`src/rtl/sc_fetch_pkg.sv`:
```
// Shared constants and types for the SC1 instruction-fetch front end.
package sc_fetch_pkg;

  // beq x0,x0,0 doubles as the HALT encoding.
  localparam logic [31:0] HALT_INSTR = 32'h0000_0063;
  localparam logic [31:0] PC_STEP    = 32'd4;

  typedef enum logic [0:0] {
    RUN    = 1'b0,
    HALTED = 1'b1
  } fetch_state_t;

endpackage : sc_fetch_pkg

```
`src/rtl/if_fetch_unit.sv`:
```
// Instruction-fetch front end: PC register, IF/ID capture register, RUN/HALTED
// control, sticky misaligned-redirect flag and saturating fetch counter.
module if_fetch_unit
  import sc_fetch_pkg::*;
#(
  parameter logic [31:0] RESET_PC = 32'h0000_0000,
  parameter int unsigned CNT_W    = 16
) (
  input  logic             i_clk,
  input  logic             i_rst,
  input  logic             i_stall,
  input  logic             i_redirect_valid,
  input  logic [31:0]      i_redirect_target,
  output logic [31:0]      o_imem_addr,
  input  logic [31:0]      i_imem_instr,
  output logic             o_if_valid,
  output logic [31:0]      o_if_pc,
  output logic [31:0]      o_if_instr,
  output logic             o_halted,
  output logic             o_misalign_err,
  output logic [CNT_W-1:0] o_fetch_count
);

  fetch_state_t     r_state;
  logic [31:0]      r_pc;
  logic             r_if_valid;
  logic [31:0]      r_if_pc;
  logic [31:0]      r_if_instr;
  logic             r_misalign;
  logic [CNT_W-1:0] r_count;

  fetch_state_t     w_state_next;
  logic [31:0]      w_pc_next;
  logic             w_if_valid_next;
  logic [31:0]      w_if_pc_next;
  logic [31:0]      w_if_instr_next;
  logic             w_misalign_next;
  logic [CNT_W-1:0] w_count_next;
  logic [CNT_W-1:0] w_count_inc;

  // Saturating increment: stick at all-ones instead of wrapping.
  assign w_count_inc = (r_count == '1) ? r_count : r_count + CNT_W'(1);

  // Next-state logic: redirect beats stall beats HALT detection beats normal fetch.
  always_comb begin
    w_state_next    = r_state;
    w_pc_next       = r_pc;
    w_if_valid_next = r_if_valid;
    w_if_pc_next    = r_if_pc;
    w_if_instr_next = r_if_instr;
    w_misalign_next = r_misalign;
    w_count_next    = r_count;
    unique case (r_state)
      RUN: begin
        if (i_redirect_valid) begin
          w_pc_next       = {i_redirect_target[31:2], 2'b00};
          w_if_valid_next = 1'b0;
          if (i_redirect_target[1:0] != 2'b00) begin
            w_misalign_next = 1'b1;
          end
        end else if (!i_stall) begin
          w_if_valid_next = 1'b1;
          w_if_pc_next    = r_pc;
          w_if_instr_next = i_imem_instr;
          w_count_next    = w_count_inc;
          if (i_imem_instr == HALT_INSTR) begin
            // PC parks on the HALT word.
            w_state_next = HALTED;
          end else begin
            w_pc_next = r_pc + PC_STEP;
          end
        end
      end
      HALTED: begin
        w_if_valid_next = 1'b0;
      end
      default: begin
        w_state_next = RUN;
      end
    endcase
  end

  // State registers with synchronous reset.
  always_ff @(posedge i_clk) begin
    if (i_rst) begin
      r_state    <= RUN;
      r_pc       <= RESET_PC;
      r_if_valid <= 1'b0;
      r_if_pc    <= 32'h0;
      r_if_instr <= 32'h0;
      r_misalign <= 1'b0;
      r_count    <= '0;
    end else begin
      r_state    <= w_state_next;
      r_pc       <= w_pc_next;
      r_if_valid <= w_if_valid_next;
      r_if_pc    <= w_if_pc_next;
      r_if_instr <= w_if_instr_next;
      r_misalign <= w_misalign_next;
      r_count    <= w_count_next;
    end
  end

  assign o_imem_addr    = r_pc;
  assign o_if_valid     = r_if_valid;
  assign o_if_pc        = r_if_pc;
  assign o_if_instr     = r_if_instr;
  assign o_halted       = (r_state == HALTED);
  assign o_misalign_err = r_misalign;
  assign o_fetch_count  = r_count;

endmodule : if_fetch_unit

```
`config.mk`:
```
export PLATFORM = sky130hd
export DESIGN_NAME = if_fetch_unit
export DESIGN_NICKNAME = d
export VERILOG_FILES = /design/src/rtl/sc_fetch_pkg.sv /design/src/rtl/if_fetch_unit.sv
export SDC_FILE = /design/constraint.sdc
export NUM_CORES = 1
export LEC_CHECK = 0
export BUFFER_PORTS_ARGS = -buffer_cell sky130_fd_sc_hd__buf_4
export CAP_MARGIN = 20
export CORE_MARGIN = 2
export CORE_UTILIZATION = 50
export DETAILED_ROUTE_END_ITERATION = 8
export HOLD_SLACK_MARGIN = 0.03
export PLACE_DENSITY_LB_ADDON = 0.05
export RECOVER_POWER = 50
export SYNTH_ARGS = -nofsm -noshare
export SYNTH_HDL_FRONTEND = slang
export SYNTH_SLANG_ARGS = --single-unit
```
`constraint.sdc`:
```
create_clock -name i_clk -period 2.36 [get_ports i_clk]
set_input_delay 0.472 -clock i_clk [delete_from_list [all_inputs] [get_ports i_clk]]
set_output_delay 0.472 -clock i_clk [all_outputs]
set_load 0.05 [all_outputs]
```
==> metrics.md <==
| Metric | Value |
|---|---|
| Outcome | `finished, final reports clean` |
| Global-route wire length before repair | `around 24 mm` |
| Synth area leader | `dfxtp_1` |
| Hold WC Path Type | `in2reg` |
| Area growth syn-to-layout | `24.3%` |
| H-tree Lvls | `3` |
| NumNets Final | `between 800 and 900` |
| Smallest hold slack | `between 0.3 and 0.4 ns` |
| Worst IR Drop VDD | `0.313 mV` |
| Share of flip-flops with an asynchronous set or reset | `0` |
| Final Wtd Congestion | `~0.88` |
| Main synth FF type | `dfxtp_1` |
| Cts hold-fix bufs | `0` |
| Period utilization | `0.919` |
| Initial Utilization | `0.507` |
| Top cells by area, synth | `dfxtp_1, nand2_1, a21oi_1` |
| Io pins | `183` |
| Routed wire length | `around 15 mm` |
| CTS Buf Count | `9` |
| Antenna violations before repair | `0` |
| Total Power | `about 3.8 mW` |
| Critical path data required time | `between 2 and 3 ns` |
| DRC viols | `0` |
| Clk_lat worst skew | `0.38 ns` |
| Maxcap violations | `0` |
| Total track usage | `0.262` |
| Longest Clk Path Bufs | `2` |
| Congestion Overflow GR | `0` |
| CP Capture Type | `register` |
| Fin Setup TNS | `0 ns` |
| Core area | `slightly above 10000 um2` |
| Die Wd | `between 100 and 150 um` |
| Yosys top cell area share | `0.432` |
| Pin count of the biggest net entering global routing | `just over 70` |
| Via density | `5.77` |
| Die area | `11100 um2` |
| DR WL/cell | `~16 um` |
| Post-synthesis cell area | `5140 um2` |
| Pins over their slew limit | `0` |
| # diodes | `0` |
| EDFF count, synth | `0` |
| Core Rows | `37` |
| Leakage | `~2.3 nW` |
| Number of global-route vias before repair | `between 4000 and 5000` |
| Clock transition at path regs | `around 0.11 ns` |
| Avg Cell Area, Syn | `around 7.9 um2` |
| Worst Path Class, Setup | `reg2reg` |
| Area of the multi-input gates | `2670 um2` |
| Hold Fails Final Rpt | `0` |
| Relative slew margins | `0.111` |
| TritonCTS Sinks | `roughly 110` |
| Crit path DAT | `around 2.5 ns` |
| Via Count | `roughly 5500` |
| Synth cell types | `52` |
| Worst-path fanout max | `6` |
| Post-cts sizing count | `0` |
| Startpoint types | `register` |
| Die Y | `105 um` |
| Post-synthesis sequential area ratio | `0.432` |
| Gate Count Post-Synth | `around 650` |
| Achievable clock frequency | `0.461 GHz` |
| Skew final | `about 0.014 ns` |
| Yosys warnings | `0` |
| FF/Latch Area | `about 2200 um2` |
| Post-CTS Setup Inserts | `0` |
| TritonCTS clock tree | `yes` |
| Pwr/cell area | `approximately 600 nW/um2` |
| HPWL Detailed | `between 10 and 15 mm` |
| Antenna viol nets, final | `0` |
| Yosys reg bits | `~110` |
| Share of layout cells above drive strength 1 | `0.148` |
| Pre-antenna DRT Iters | `5` |
| Dpl cell area | `about 6600 um2` |
| Slew @ Worst Pin | `around 1.3 ns` |
| PortBufs | `between 150 and 200` |
| Fin area | `roughly 6400 um2` |
| Iteration-0 DRC Markers | `approximately 300` |
| Fin crit period | `about 2.2 ns` |
| CTS root buf | `clkbuf_8` |
| Fillers | `between 1000 and 1500` |
| Setup violators final | `0` |
==> cells in the final DEF (no fill, tap or decap), types with 3 or more instances in the layout <==
cell	n
xnor2_1	13
a211oi_1	8
nand2_1	151
dfxtp_1	111
nor2_1	35
nor3_1	15
nand4_1	12
o21ai_0	3
and3_1	11
buf_4	93
conb_1	4
clkbuf_8	11
inv_1	9
a32oi_1	3
o31ai_1	18
clkbuf_1	108
nor4_1	16
and2_1	6
nor4b_1	3
nand3_1	16
o311ai_0	16
a21oi_1	82
a41oi_1	3
and4_1	6
o31a_1	8
o32ai_1	7
a31oi_1	12
==> critical path, cell delays in order, from the launching register on <==
cell	delay, ns
dfxtp_1	0.35
ha_1	0.21
nand3_1	0.27
or4_1	0.62
nor3_1	0.27
a32oi_1	0.15
o31ai_1	0.22
==> through the flow <==
stage	std cells	util	worst slack, ns
after global placement	939	0.653	0.183
after global routing	955	0.631	-0.0128
final	955	0.631	0.192
after floorplan	657	-	0.0672
after CTS	955	0.671	0.259
after detailed placement	939	0.653	0.140
==> area by class of cell <==
cell class              instances  area share
clock buffers                  12      0.0243
clock inverters                 4     0.00470
inverters                       9     0.00528
multi-input cells             481       0.418
flip-flops and latches        111       0.347
well taps                     136      0.0266
repair buffers                202       0.174
==> cells in the mapped netlist, types with 2 or more instances <==
cell,count
and3_1,11
a31oi_1,12
ha_1,2
nand3_1,16
nor3_2,2
nor2_1,35
a32oi_1,3
o21ai_0,3
nor4_1,17
o21a_1,2
o221a_2,2
buf_2,4
dfxtp_1,111
nor3b_1,2
nand4_1,12
xnor2_1,13
nand2_1,151
or3_1,2
a21oi_1,82
o311ai_0,16
nand2b_1,2
buf_1,5
a211oi_1,8
buf_4,4
o32ai_1,7
o31a_1,8
clkbuf_1,41
o31ai_1,18
nor3_1,16
and2_1,6
a41oi_1,3
and4_1,6
nor4b_1,3
buf_6,2
or4_1,2
inv_1,9
==> sequential cells by signal, indices dropped and copies added (netlist names) <==
register and count:
o_if_instr 32, o_if_pc 30, o_imem_addr 30, o_fetch_count 16, o_halted 1, o_if_valid 1
o_misalign_err 1
==> report_power, final <==
part / leakage (nW) / internal [mW] / switching [mW] / total (mW)
logic: 1.28 / 0.207 / 0.520 / 0.726
clock network: 0.0926 / 0.445 / 0.639 / 1.08
registers: 0.905 / 1.95 / 0.0740 / 2.02
total: 2.28 / 2.60 / 1.23 / 3.83
==> routing by layer <==
| layer | vias up | GRT usage | wire (um) |
|---|---|---|---|
| met3 | 33 | 0.0396 | 1180 |
| li1 | 2674 | - | - |
| met5 | - | 0 | 0 |
| met1 | 2554 | 0.351 | 6530 |
| met4 | 0 | 0.127 | 383 |
| met2 | 249 | 0.413 | 7000 |
==> kinds of logic (layout without fill, tap and decap cells) <==
logic type	Yosys count	count (layout)	synth area share
XOR/XNOR	14	14	0.0238
AND/OR/NAND/NOR	288	288	0.264
AO/OA/AOI/OAI	172	172	0.219
flip-flops	111	111	0.432
adder cells (fa/ha/maj)	2	2	0.00486
buffers and inverters	65	227	0.0542
other	1	4	0.000729
multiplexers	1	1	0.00195
==> path summary, 6_finish.rpt <==
path | from | to | slack (ns) | cells past startpoint
worst max register to register | o_imem_addr[2] | o_imem_addr[28] | 0.19 | 6
worst min-delay path | i_imem_instr[26] | o_if_instr[26] | 0.33 | 3
worst min register to register | o_if_pc[15] | o_if_pc[15] | 0.46 | 2
worst max-delay path | o_imem_addr[2] | o_imem_addr[28] | 0.19 | 6
No activity file was read; power rests on OpenSTA's default activity.
